## src/rtl/ncl_dr_receiver_pkg.sv

```systemverilog
// Shared NCL definitions: dual-rail bit type, rail code constants,
// per-bit classification, receiver FSM states and a classify helper.
package ncl_dr_receiver_pkg;

  typedef struct packed {
    logic rail1;
    logic rail0;
  } dual_rail_logic;

  localparam dual_rail_logic DR_NULL    = 2'b00;
  localparam dual_rail_logic DR_ONE     = 2'b10;
  localparam dual_rail_logic DR_ZERO    = 2'b01;
  localparam dual_rail_logic DR_ILLEGAL = 2'b11;

  typedef enum logic [1:0] {
    DRC_NULL,
    DRC_DATA,
    DRC_ILLEGAL
  } dr_class_e;

  typedef enum logic [1:0] {
    WAIT_DATA,
    HOLD,
    WAIT_NULL,
    FAULT
  } state_e;

  function automatic dr_class_e dr_classify(input dual_rail_logic b);
    case (b)
      DR_ONE, DR_ZERO: return DRC_DATA;
      DR_NULL:         return DRC_NULL;
      default:         return DRC_ILLEGAL;
    endcase
  endfunction

endpackage

```

## src/rtl/ncl_dr_receiver_sync.sv

```systemverilog
// ncl_dr_sync: brings one asynchronous dual-rail bit into the clk domain
// through SYNC_STAGES flops per rail, then classifies the synchronized code.
// Ports:
//   clk, rst_n   clock and synchronous active-low reset (flops clear to NULL)
//   din_i        raw dual-rail bit from the NCL datapath
//   cls_o        NULL / DATA / ILLEGAL class of the synchronized bit
//   value_o      synchronized rail1 (the decoded value when DATA)
module ncl_dr_sync
  import ncl_dr_receiver_pkg::*;
#(
  parameter int unsigned SYNC_STAGES = 2
) (
  input  logic           clk,
  input  logic           rst_n,
  input  dual_rail_logic din_i,
  output dr_class_e      cls_o,
  output logic           value_o
);

  logic [SYNC_STAGES-1:0] rail1_q;
  logic [SYNC_STAGES-1:0] rail0_q;
  dual_rail_logic         synced;

  always_ff @(posedge clk) begin
    if (!rst_n) begin
      rail1_q <= '0;
      rail0_q <= '0;
    end else begin
      rail1_q <= {rail1_q[SYNC_STAGES-2:0], din_i.rail1};
      rail0_q <= {rail0_q[SYNC_STAGES-2:0], din_i.rail0};
    end
  end

  assign synced  = {rail1_q[SYNC_STAGES-1], rail0_q[SYNC_STAGES-1]};
  assign cls_o   = dr_classify(synced);
  assign value_o = synced.rail1;

endmodule

```

## src/rtl/ncl_dr_receiver.sv

```systemverilog
// ncl_dr_receiver: NCL-to-synchronous boundary. Synchronizes a dual-rail
// word, waits for a stable complete DATA wavefront, presents it with a
// valid/ready handshake, then requests NULL and waits for the empty
// wavefront. Illegal codes and stalled wavefronts lock into FAULT.
// Ports:
//   clk, rst_n    clock and synchronous active-low reset
//   din           asynchronous dual-rail word
//   ko            NCL request (1 = DATA, 0 = NULL)
//   dout          decoded word, dout_valid qualifies it
//   dout_ready    downstream accept
//   err_illegal   sticky: 11 code seen while waiting for a wavefront
//   err_timeout   sticky: wavefront took TIMEOUT cycles
module ncl_dr_receiver
  import ncl_dr_receiver_pkg::*;
#(
  parameter int unsigned WIDTH       = 6,
  parameter int unsigned SYNC_STAGES = 2,
  parameter int unsigned TIMEOUT     = 255
) (
  input  logic                       clk,
  input  logic                       rst_n,
  input  dual_rail_logic [WIDTH-1:0] din,
  output logic                       ko,
  output logic [WIDTH-1:0]           dout,
  output logic                       dout_valid,
  input  logic                       dout_ready,
  output logic                       err_illegal,
  output logic                       err_timeout
);

  localparam logic [15:0] TO_LIM = 16'(TIMEOUT);

  dr_class_e        cls [WIDTH];
  logic [WIDTH-1:0] word;
  logic             all_data, all_null, any_ill;

  for (genvar g = 0; g < WIDTH; g++) begin : g_sync
    ncl_dr_sync #(.SYNC_STAGES(SYNC_STAGES)) u_sync (
      .clk     (clk),
      .rst_n   (rst_n),
      .din_i   (din[g]),
      .cls_o   (cls[g]),
      .value_o (word[g])
    );
  end

  always_comb begin
    all_data = 1'b1;
    all_null = 1'b1;
    any_ill  = 1'b0;
    for (int unsigned i = 0; i < WIDTH; i++) begin
      all_data &= (cls[i] == DRC_DATA);
      all_null &= (cls[i] == DRC_NULL);
      any_ill  |= (cls[i] == DRC_ILLEGAL);
    end
  end

  state_e           state_q, state_d;
  logic [15:0]      cnt_q, cnt_d, cnt_inc;
  logic             seen_q, seen_d;   // previous cycle already met the condition
  logic [WIDTH-1:0] prev_q, prev_d;   // value seen on that previous cycle
  logic [WIDTH-1:0] dout_q, dout_d;
  logic             valid_q, valid_d, ko_q, ko_d, ill_q, ill_d, tmo_q, tmo_d;

  always_comb begin
    state_d = state_q;
    cnt_d   = cnt_q;
    seen_d  = seen_q;
    prev_d  = prev_q;
    dout_d  = dout_q;
    ill_d   = ill_q;
    tmo_d   = tmo_q;
    cnt_inc = (cnt_q == 16'hFFFF) ? cnt_q : cnt_q + 16'd1;

    case (state_q)
      WAIT_DATA: begin
        if (any_ill) begin
          ill_d   = 1'b1;
          state_d = FAULT;
        end else if (all_data && seen_q && (word == prev_q)) begin
          dout_d  = word;
          state_d = HOLD;
        end else if (cnt_inc >= TO_LIM) begin
          tmo_d   = 1'b1;
          state_d = FAULT;
        end else begin
          // a changed complete value simply becomes the new first sighting
          seen_d = all_data;
          prev_d = word;
        end
      end
      HOLD: begin
        if (dout_ready) state_d = WAIT_NULL;
      end
      WAIT_NULL: begin
        if (any_ill) begin
          ill_d   = 1'b1;
          state_d = FAULT;
        end else if (all_null && seen_q) begin
          state_d = WAIT_DATA;
        end else if (cnt_inc >= TO_LIM) begin
          tmo_d   = 1'b1;
          state_d = FAULT;
        end else begin
          seen_d = all_null;
        end
      end
      default: ;
    endcase

    if (state_d != state_q) begin
      cnt_d  = '0;
      seen_d = 1'b0;
    end else if (state_q == WAIT_DATA || state_q == WAIT_NULL) begin
      cnt_d = cnt_inc;
    end

    valid_d = (state_d == HOLD);
    ko_d    = (state_d == WAIT_DATA) || (state_d == HOLD);
  end

  always_ff @(posedge clk) begin
    if (!rst_n) begin
      state_q <= WAIT_DATA;
      cnt_q   <= '0;
      seen_q  <= 1'b0;
      prev_q  <= '0;
      dout_q  <= '0;
      valid_q <= 1'b0;
      ko_q    <= 1'b1;
      ill_q   <= 1'b0;
      tmo_q   <= 1'b0;
    end else begin
      state_q <= state_d;
      cnt_q   <= cnt_d;
      seen_q  <= seen_d;
      prev_q  <= prev_d;
      dout_q  <= dout_d;
      valid_q <= valid_d;
      ko_q    <= ko_d;
      ill_q   <= ill_d;
      tmo_q   <= tmo_d;
    end
  end

  assign ko          = ko_q;
  assign dout        = dout_q;
  assign dout_valid  = valid_q;
  assign err_illegal = ill_q;
  assign err_timeout = tmo_q;

endmodule

```

## config.mk

```make
export PLATFORM = sky130hd
export DESIGN_NAME = ncl_dr_receiver
export DESIGN_NICKNAME = d
export VERILOG_FILES = /design/src/rtl/ncl_dr_receiver_pkg.sv /design/src/rtl/ncl_dr_receiver_sync.sv /design/src/rtl/ncl_dr_receiver.sv
export SDC_FILE = /design/constraint.sdc
export NUM_CORES = 1
export LEC_CHECK = 0
export BUFFER_PORTS_ARGS = -buffer_cell sky130_fd_sc_hd__buf_2
export CELL_PAD_IN_SITES_DETAIL_PLACEMENT = 1
export CELL_PAD_IN_SITES_GLOBAL_PLACEMENT = 2
export CORE_MARGIN = 8
export CORE_UTILIZATION = 36
export DETAILED_ROUTE_END_ITERATION = 8
export PLACE_DENSITY_LB_ADDON = 0.1
export RECOVER_POWER = 100
export SETUP_SLACK_MARGIN = 0.3
export SLEW_MARGIN = 10
export SYNTH_ARGS = -nofsm -noshare
export SYNTH_HDL_FRONTEND = slang
export SYNTH_SLANG_ARGS = --single-unit
```

## constraint.sdc

```tcl
create_clock -name clk -period 3.8 [get_ports clk]
set_input_delay 0.19 -clock clk [delete_from_list [all_inputs] [get_ports clk]]
set_output_delay 0.19 -clock clk [all_outputs]
set_load 0.005 [all_outputs]
```

==> summary.md, run 1 <==
| Metric | Value |
|---|---|
| Maximum clock insertion buffer count | `2` |
| #FFs+latches synth | `59` |
| Hpwl dp | `~5000 um` |
| GR Util All Layers | `0.130` |
| Logic gate share of total power | `0.119` |
| Failing checks | `max-capacitance violations, max-slew violations` |
| Hold EP | `g_sync[3].u_sync.rail1_q[0]` |
| Via Count | `approximately 2400` |
| Most frequent cells in the layout | `59 x dfxtp_1, 32 x nand2_1, 30 x nor2_1` |
| # port buffers | `24` |
| RSZ-0062 raised after global routing | `false` |
| Reg power frac | `0.431` |
| ANT nets after route | `0` |
| Fill cell count | `940` |
| Syn Inst Count | `around 340` |
| Hold Path Depth | `2` |
| Layout cells sized above 1 | `0.105` |
| Crit Reg-Reg Startpoint | `cnt_q[0]` |
| Clock share of power | `0.450` |
| Setup ws final | `between 0.5 and 0.6 ns` |
| Syn avg cell area | `~8.5 um^2` |
| Final setup viols | `0` |
| Worst-path cell chain | `ha_1 -> nand3_1 -> or4_1 -> nor4b_1 -> o311ai_1 -> a211o_1 -> nor4_4 -> mux2i_1` |
| Fin crit period | `3.23 ns` |
| Via-per-instance ratio | `~5` |
| Initial core utilization | `0.370` |
| Peak Freq | `slightly above 0.3 GHz` |
| Crit path max fanout | `7` |
| Static leakage | `between 1 and 1.5 nW` |
| Tightest Pin Transition | `roughly 1.6 ns` |
| Die Area | `between 10000 and 15000 um^2` |
| Reg-to-reg slack, setup | `roughly 0.57 ns` |
| Clock-pin slew on the worst setup and hold paths | `~0.07 ns` |
| FF+latch area | `1180 um^2` |
| TritonCTS clock tree | `done` |
| Die Y | `approximately 110 um` |
| Cell taking the most area after synthesis | `dfxtp_1` |
| Hold_sp | `din[7]` |
| Slew HR | `-0.0840` |
| Antenna cells | `0` |
| Crit-path slowest cell | `or4_1` |
| Synth area leaders | `dfxtp_1 41%, ha_1 5.7%, and2_1 5.5%` |
| NumNets Final | `approximately 390` |
| Mapped Area | `around 2900 um^2` |
| FF-to-FF path depth | `8` |
| Worst path max stage delay | `between 0.5 and 0.6 ns` |
| WP buf/inv | `0` |
| CTS Hold Buffers Added | `0` |
| Share of the synthesized area in the top cell type | `0.413` |
| DR DRC count | `0` |
| Routed WL per cell | `between 10 and 15 um` |
| Largest net degree at the start of global routing | `between 50 and 60` |
| Maximum VDD drop | `around 0.00018 V` |
| Arr. time, crit path | `between 3 and 4 ns` |
| Commonest non-fill, non-tap cell in the layout | `dfxtp_1` |
| Clock Tree Root | `clkbuf_8` |
| First-pass GRT wire length | `about 12000 um` |
| Crit start category | `flip-flop` |
| Core footprint | `approximately 7700 um^2` |
| Final slew viol count | `51` |
| Cts bufs inserted | `9` |
| Max-cap violations | `1` |
| DRT iter0 DRCs | `60` |
| Hold Fails Final Rpt | `0` |
| Int Power | `1.19 mW` |
| Wirelength, routed | `about 6800 um` |
| CP endpoint kind | `flip-flop` |
| Setup WS pre-CTS | `~0.64 ns` |
| Sw frac | `0.255` |
| Vias in the first global route | `between 2000 and 3000` |
| Clk_lat worst skew | `around 0.34 ns` |
| Syn-to-layout area delta | `14.8%` |
| CP delay by family, top | `simple AND/OR/NAND/NOR gates` |
| H-tree depth | `3` |
| Classification of the worst setup path | `flip-flop to flip-flop` |
| Worst Path Required | `just over 4 ns` |
| Final Skew | `roughly 0.0073 ns` |
| Reg2reg end | `prev_q[0]` |
| IO Pins | `25` |
| Final period util | `0.851` |
| YS warnings | `0` |
| Post-synthesis sequential area ratio | `0.413` |
| Status | `complete, but fails checks` |
| Final global-route overflow total | `0` |
| Routability cong. | `0.794` |
| Final setup TNS | `0 ns` |
| Row cnt | `32` |
| Initial antenna violation count | `0` |
| Syn Nets | `between 300 and 400` |
| PostCTS Resize Cnt | `0` |
| Synth cell types | `between 40 and 50` |
| Drt pass-1 iters | `4` |
| Die width | `105 um` |
| Multi-input logic area | `roughly 1500 um^2` |
| NetSw | `0.408 mW` |
| Power per standard cell area | `approximately 490 nW/um^2` |
| Class of the worst hold path | `primary input to flip-flop` |
| Post CTS Setup Buffer Count | `0` |
| Clock Sinks | `a little under 60` |
==> stage by stage <==
step | util | cells | area (um^2) | hold slack [ns] | power [mW]
6_report | 0.425 | 464 | 3280 | 0.0528 | 1.60
4_1_cts | 0.428 | 464 | 3310 | 0.0327 | 1.63
3_3_place_gp | 0.396 | 448 | 3060 | 0.394 | 0.896
5_1_grt | 0.425 | 464 | 3280 | 0.0308 | 1.68
3_5_place_dp | 0.396 | 448 | 3060 | 0.401 | 0.899
2_1_floorplan | - | 336 | 2860 | 0.317 | 0.836
==> flip-flops by register name (all words and copies together) (netlist names) <==
name	flops
cnt_q	16
g_sync.u_sync.rail0_q	12
g_sync.u_sync.rail1_q	12
dout	6
prev_q	6
state_q	2
dout_valid	1
err_illegal	1
err_timeout	1
ko	1
seen_q	1
==> cell families after synthesis <==
group	count (synthesis)	share of synthesized area
and+or+nand+nor	156	0.291
DFF	59	0.413
AOI/OAI and AO/OA	54	0.123
buffers and inverters	32	0.0446
xor gates and xnor gates	14	0.0429
adders and majority gates	13	0.0569
muxes	8	0.0280
==> metal layers <==
| metal | up-vias | global-route usage | share of wire |
|---|---|---|---|
| li1 | 1207 | - | - |
| met1 | 1133 | 0.136 | 0.43 |
| met2 | 33 | 0.237 | 0.52 |
| met3 | 13 | 0.0430 | 0.032 |
| met4 | 0 | 0.0510 | 0.018 |
| met5 | - | 0 | 0 |
==> power groups by stage <==
stage	registers (mW)	clock network [mW]	logic [mW]
2_1_floorplan	0.687	0	0.149
5_1_grt	0.694	0.767	0.217
3_5_place_dp	0.702	0	0.196
4_1_cts	0.688	0.746	0.198
6_report	0.688	0.718	0.190
3_3_place_gp	0.701	0	0.195
==> worst max path at each step <==
| stage | end | start | cells past startpoint |
|---|---|---|---|
| after floorplan | prev_q[0] | cnt_q[0] | 8 |
| after global placement | prev_q[5] | cnt_q[0] | 8 |
| after detailed placement | prev_q[1] | cnt_q[0] | 8 |
| after CTS | prev_q[2] | cnt_q[0] | 8 |
| after global routing | prev_q[0] | cnt_q[0] | 8 |
| final | prev_q[0] | cnt_q[0] | 8 |
==> synthesized netlist by cell type <==
cell	instances
o211ai_1	2
nor3_1	9
o21ai_0	11
o21ai_1	1
nor4b_2	1
a311oi_1	1
nor2_1	30
ha_1	13
nand4_2	1
o221a_2	1
a22o_1	3
a311o_1	1
or4_4	1
nand2_1	32
or4_1	1
xor2_1	3
and4_1	4
mux2i_1	8
dfxtp_1	59
inv_1	15
o2111ai_1	1
clkbuf_1	11
a21oi_1	19
nor2b_1	10
nand4_1	7
o2111a_1	2
o311ai_1	1
buf_2	6
a31oi_1	2
nand3b_1	1
a21o_1	2
a31o_2	1
a211o_1	2
nor3b_1	2
xnor2_1	11
nor4_1	4
nor4_4	1
o31ai_1	1
and3_1	5
a211oi_1	2
and2_1	25
o41ai_1	1
nand2b_1	1
nand3_1	21
==> cell type report <==
class,count,share of cell area
tap,102,0.0389
multi-input combinational,245,0.469
inverter,15,0.0171
timing repair buffer,27,0.0393
clock buffer,10,0.0419
sequential,59,0.360
clock inverter,6,0.0339
No activity file was read; power rests on OpenSTA's default activity.
==> inputs of run 2 (changes only) <==
--- a/config.mk
+++ b/config.mk
@@ -5,12 +5,12 @@
 export SDC_FILE = /design/constraint.sdc
 export NUM_CORES = 1
 export LEC_CHECK = 0
-export BUFFER_PORTS_ARGS = -buffer_cell sky130_fd_sc_hd__buf_2
 export CELL_PAD_IN_SITES_DETAIL_PLACEMENT = 1
 export CELL_PAD_IN_SITES_GLOBAL_PLACEMENT = 2
 export CORE_MARGIN = 8
-export CORE_UTILIZATION = 36
+export CORE_UTILIZATION = 38
 export DETAILED_ROUTE_END_ITERATION = 8
+export DONT_BUFFER_PORTS = 1
 export PLACE_DENSITY_LB_ADDON = 0.1
 export RECOVER_POWER = 100
 export SETUP_SLACK_MARGIN = 0.3
==> summary.md, run 2 (synthesis gave the netlist of run 1 again) <==
| Metric | Value |
|---|---|
| Most frequent cells in the layout | `59 x dfxtp_1, 32 x nand2_1, 30 x nor2_1` |
| Crit start category | `flip-flop` |
| Worst path max stage delay | `0.60 ns (about the same)` |
| Setup ws final | `0.479 ns (-0.0863 ns)` |
| Via Count | `2336 (-2.1%)` |
| Setup crit start | `cnt_q[0]` |
| Status | `finished clean` |
| Fill cell count | `891 (-5.2%)` |
| Crit Reg-Reg Startpoint | `cnt_q[0]` |
| Fin crit period | `3.32 ns (+0.0863 ns)` |
| NumNets Final | `374 (-2.9%)` |
| Top Registers | `cnt_q (16), g_sync.u_sync.rail0_q (12), g_sync.u_sync.rail1_q (12)` |
| Via-per-instance ratio | `5.19 (+0.95%)` |
| Largest net degree at the start of global routing | `46 (-9.8%)` |
| Static leakage | `1.23 nW (-2.0%)` |
| Clock Sinks | `59 (unchanged)` |
| DRT iter0 DRCs | `102 (+70%)` |
| WP buf/inv | `0 (unchanged)` |
| CP delay by family, top | `simple AND/OR/NAND/NOR gates` |
| Max FFs per register | `16 (unchanged)` |
| Die width | `103 um (-2.3%)` |
| Crit path max fanout | `7 (unchanged)` |
| Vias in the first global route | `2440 (-2.8%)` |
| Slew HR | `0.503 (+0.587)` |
| Core footprint | `7250 um^2 (-6.1%)` |
| Tightest Pin Transition | `0.746 ns (-0.880 ns)` |
| Final period util | `0.874 (+0.0227)` |
| Initial core utilization | `0.394 (+0.0242)` |
| Max-cap violations | `0 (-1)` |
| Arr. time, crit path | `3.58 ns (+0.08 ns)` |
| First-pass GRT wire length | `11700 um (-0.23%)` |
| Worst Path Required | `4.06 ns (about the same)` |
| Final setup TNS | `0 ns (unchanged)` |
| Fin cells | `450 (-3.0%)` |
| Post CTS Setup Buffer Count | `0 (unchanged)` |
| Drt pass-1 iters | `4 (unchanged)` |
| Setup WS pre-CTS | `0.662 ns (+0.0175 ns)` |
| Maximum VDD drop | `0.000278 V (+56%)` |
| Worst-path cell chain | `ha_1 -> nand3_1 -> or4_1 -> nor4b_1 -> o311ai_0 -> a211o_1 -> nor4_4 -> mux2i_1` |
| Clk_lat worst skew | `0.34 ns (about the same)` |
| Die Y | `103 um (-2.3%)` |
| Initial antenna violation count | `0 (unchanged)` |
| H-tree depth | `3 (unchanged)` |
| Hold Fails Final Rpt | `0 (unchanged)` |
| TritonCTS clock tree | `done` |
| Cts bufs inserted | `9 (unchanged)` |
| Antenna cells | `0 (unchanged)` |
| PostCTS Resize Cnt | `0 (unchanged)` |
| Hold_sp | `rst_n` |
| IO Pins | `25 (unchanged)` |
| Commonest non-fill, non-tap cell in the layout | `dfxtp_1` |
| Clock Tree Root | `clkbuf_8` |
| GR Util All Layers | `0.144 (+0.0136)` |
| Crit-path slowest cell | `nor4_4` |
| Routed WL per cell | `15.3 um (+3.6%)` |
| Syn-to-layout area delta | `14.9% (about the same)` |
| Die Area | `10600 um^2 (-4.5%)` |
| CP endpoint kind | `flip-flop` |
| Row cnt | `31 (-3.1%)` |
| # port buffers | `0 (-100%)` |
| Final setup viols | `0 (unchanged)` |
| Classification of the worst setup path | `flip-flop to flip-flop` |
| ANT nets after route | `0 (unchanged)` |
| Inst Count DP | `421 (-6.0%)` |
| Final slew viol count | `0 (-100%)` |
| Peak Freq | `0.301 GHz (-2.6%)` |
| Final Skew | `0.00993 ns (+0.00262 ns)` |
| Class of the worst hold path | `primary input to flip-flop` |
| RSZ-0062 raised after global routing | `false` |
| Wirelength, routed | `6870 um (+0.47%)` |
| Final global-route overflow total | `0 (unchanged)` |
| Routability cong. | `0.770 (-3.1%)` |
| Power per standard cell area | `464 nW/um^2 (-4.6%)` |
| Layout cells sized above 1 | `0.0655 (-0.0394)` |
| Clock-pin slew on the worst setup and hold paths | `0.07 ns (about the same)` |
| Maximum clock insertion buffer count | `2 (unchanged)` |
| Largest reg by FF count | `cnt_q` |
| DR DRC count | `0 (unchanged)` |
| Hpwl dp | `4960 um (-3.5%)` |
| Hold slack | `0.0183 ns (-0.0344 ns)` |
==> run 2: cell count changes in the layout (fill, tap and decap cells not counted), sizes merged <==
cell,delta
clkinv,+2
bufinv,-1
inv,+1
dlygate4sd3,+12
clkinvlp,-1
buf,-15
clkbuf,-9
==> run 2: stage by stage <==
step | instance area, um^2 | utilization | power, mW
2_1_floorplan | 2860 | - | 0.836
3_3_place_gp | 2930 | 0.405 | 0.879
3_5_place_dp | 2930 | 0.405 | 0.881
4_1_cts | 3300 | 0.455 | 1.55
5_1_grt | 3280 | 0.453 | 1.61
6_report | 3280 | 0.453 | 1.52
==> run 2: final cells by class <==
type	count	area [um^2]	share of cell area
Multi-Input combinational cell	245	1540	0.469
Sequential cell	59	1180	0.360
Timing Repair Buffer	16	159	0.0484
Clock buffer	9	124	0.0377
Tap cell	99	124	0.0377
Clock inverter	7	100	0.0305
Inverter	15	56.3	0.0171
==> run 2: worst paths after layout <==
path                                 endpoint  slack, ns  cells after the start
setup / recovery                    prev_q[4]       0.48                      8
hold / removal                      prev_q[5]       0.02                      2
setup reg to reg                    prev_q[4]       0.48                      8
hold reg to reg   g_sync[4].u_sync.rail0_q[1]       0.43                      1
==> run 2: timing repair <==
action | in CTS | in global routing
endpoints found under the setup margin | 0 | 0
endpoints found under the hold margin | 41 | 0
hold buffers | 13 | 0
==> run 2: power breakdown <==
part	internal [mW]	switching (mW)	leakage [nW]
clock network	0.375	0.269	0.114
logic	0.0845	0.106	0.631
registers	0.652	0.0376	0.482
total	1.11	0.413	1.23
==> run 2: per-layer routing <==
metal	GRT usage	share of wire
met1	0.155	0.43
met2	0.257	0.52
met3	0.0331	0.028
met4	0.0756	0.023
met5	0	0
==> inputs of run 3 (changes only) <==
--- a/config.mk
+++ b/config.mk
@@ -11,7 +11,7 @@
 export CORE_UTILIZATION = 38
 export DETAILED_ROUTE_END_ITERATION = 8
 export DONT_BUFFER_PORTS = 1
-export PLACE_DENSITY_LB_ADDON = 0.1
+export PLACE_DENSITY_LB_ADDON = 0.15
 export RECOVER_POWER = 100
 export SETUP_SLACK_MARGIN = 0.3
 export SLEW_MARGIN = 10
==> summary.md, run 3 (synthesis gave the netlist of run 1 again) <==
| Metric | Value |
|---|---|
| WP buf/inv | `0 (unchanged)` |
| Initial antenna violation count | `0 (unchanged)` |
| Final period util | `0.851 (-0.0225)` |
| Slew HR | `0.482 (-0.0209)` |
| Routed WL per cell | `15.4 um (+1.0%)` |
| DR DRC count | `0 (unchanged)` |
| RSZ-0062 raised after global routing | `false` |
| Hold Fails Final Rpt | `0 (unchanged)` |
| Via-per-instance ratio | `5.26 (+1.3%)` |
| Status | `finished clean` |
| Clock Sinks | `59 (unchanged)` |
| Peak Freq | `0.309 GHz (+2.6%)` |
| Classification of the worst setup path | `flip-flop to flip-flop` |
| H-tree depth | `3 (unchanged)` |
| Syn-to-layout area delta | `16.0%` |
| CP endpoint kind | `flip-flop` |
| Wirelength, routed | `6940 um (+1.0%)` |
| Die Y | `103 um (unchanged)` |
| IO Pins | `25 (unchanged)` |
| Largest reg by FF count | `cnt_q` |
| Power Total | `1.60 mW (+4.8%)` |
| Clock-pin slew on the worst setup and hold paths | `0.07 ns (about the same)` |
| Vias in the first global route | `2507 (+2.7%)` |
| Maximum clock insertion buffer count | `2 (unchanged)` |
| Max-cap violations | `0 (unchanged)` |
| Arr. time, crit path | `3.50 ns (-0.08 ns)` |
| Cts bufs inserted | `9 (unchanged)` |
| Crit-path slowest cell | `or4_1` |
| DRT iter0 DRCs | `65 (-36%)` |
| Initial core utilization | `0.394 (unchanged)` |
| Drt pass-1 iters | `4 (unchanged)` |
| Crit path max fanout | `7 (unchanged)` |
| Hpwl dp | `4930 um (-0.48%)` |
| Final Util | `0.457 (+0.00449)` |
| Die width | `103 um (unchanged)` |
| Worst path max stage delay | `0.59 ns (about the same)` |
| Class of the worst hold path | `primary input to flip-flop` |
| TritonCTS clock tree | `done` |
| Tightest Pin Transition | `0.777 ns (+0.0313 ns)` |
| Core footprint | `7250 um^2 (unchanged)` |
| Static leakage | `1.23 nW (+0.18%)` |
| Final setup TNS | `0 ns (unchanged)` |
| Logic gate share of total power | `0.116 (-0.009)` |
| Clock share of power | `0.449 (+0.027)` |
| Fin crit period | `3.24 ns (-0.0855 ns)` |
| First-pass GRT wire length | `11900 um (+1.8%)` |
| ANT nets after route | `0 (unchanged)` |
| Via Count | `2366 (+1.3%)` |
| Final global-route overflow total | `0 (unchanged)` |
| Final Skew | `0.00839 ns (-0.00154 ns)` |
| NetSw | `0.422 mW (+2.3%)` |
| Crit start category | `flip-flop` |
| Clock Tree Root | `clkbuf_8` |
| Layout cells sized above 1 | `0.0655 (unchanged)` |
| Sw frac | `0.264 (-0.00646)` |
| Clk_lat worst skew | `0.34 ns (about the same)` |
| Die Area | `10600 um^2 (unchanged)` |
| Most frequent cells in the layout | `59 x dfxtp_1, 32 x nand2_1, 30 x nor2_1` |
| Largest net degree at the start of global routing | `45 (-2.2%)` |
| CP delay by family, top | `simple AND/OR/NAND/NOR gates` |
| Maximum VDD drop | `0.000278 V (+0.13%)` |
| Top Registers | `cnt_q (16), g_sync.u_sync.rail0_q (12), g_sync.u_sync.rail1_q (12)` |
| Final setup viols | `0 (unchanged)` |
| Commonest non-fill, non-tap cell in the layout | `dfxtp_1` |
| Antenna cells | `0 (unchanged)` |
| Routability cong. | `0.806 (+4.7%)` |
| NumNets Final | `374 (unchanged)` |
| Max FFs per register | `16 (unchanged)` |
| Row cnt | `31 (unchanged)` |
| # port buffers | `0 (unchanged)` |
| Int Power | `1.18 mW (+5.7%)` |
| Power per standard cell area | `482 nW/um^2 (+3.8%)` |
| Final slew viol count | `0 (unchanged)` |
| GR Util All Layers | `0.147 (+0.00310)` |
| Worst-path cell chain | `ha_1 -> nand3_1 -> or4_1 -> nor4b_2 -> o311ai_0 -> a211o_1 -> nor4_4 -> mux2i_1` |
| Reg power frac | `0.435 (-0.018)` |
| Worst Path Required | `4.06 ns (about the same)` |
==> run 3: repair_timing <==
item,CTS,global route
gates resized for setup,0,0
endpoints found under the hold margin,41,0
buffers inserted,0,0
setup endpoints to repair,0,0
hold buffers,14,0
==> run 3: final timing paths <==
check	slack (ns)	startpoint	depth (start not counted)	endpoint
worst max-delay path	0.56	cnt_q[0]	8	prev_q[3]
worst max register to register	0.56	cnt_q[0]	8	prev_q[3]
worst min register to register	0.44	g_sync[4].u_sync.rail0_q[0]	1	g_sync[4].u_sync.rail0_q[1]
worst min-delay path	0.01	rst_n	2	prev_q[2]
==> run 3: cell type report <==
type / count / area (um^2)
tap: 99 / 124
inverter: 15 / 56.3
clock buffer: 9 / 124
timing repair buffer: 16 / 161
fill: 862 / 3940
clock inverter: 7 / 124
sequential: 59 / 1180
multi-input combinational: 245 / 1550
==> run 3: power by group through the flow <==
stage,combinational [mW],clock [mW],sequential (mW)
after floorplan,0.149,0,0.687
after global placement,0.169,0,0.708
after detailed placement,0.172,0,0.710
after CTS,0.190,0.740,0.696
after global routing,0.208,0.768,0.701
final,0.185,0.717,0.695
==> run 3: metal layers <==
layer / share of wire / track usage / up-vias
li1: - / - / 1181
met1: 0.43 / 0.156 / 1144
met2: 0.53 / 0.270 / 32
met3: 0.027 / 0.0405 / 9
met4: 0.015 / 0.0578 / 0
met5: 0 / 0 / -
==> run 3: through the flow <==
stage / area [um^2] / cells / hold WS, ns / setup slack [ns]
6_report: 3320 / 450 / 0.0137 / 0.565
3_5_place_dp: 2930 / 420 / 0.285 / 0.641
3_3_place_gp: 2930 / 420 / 0.286 / 0.756
2_1_floorplan: 2860 / 336 / 0.317 / 1.01
4_1_cts: 3320 / 450 / 0.00247 / 0.625
5_1_grt: 3320 / 450 / 0.00166 / 0.311
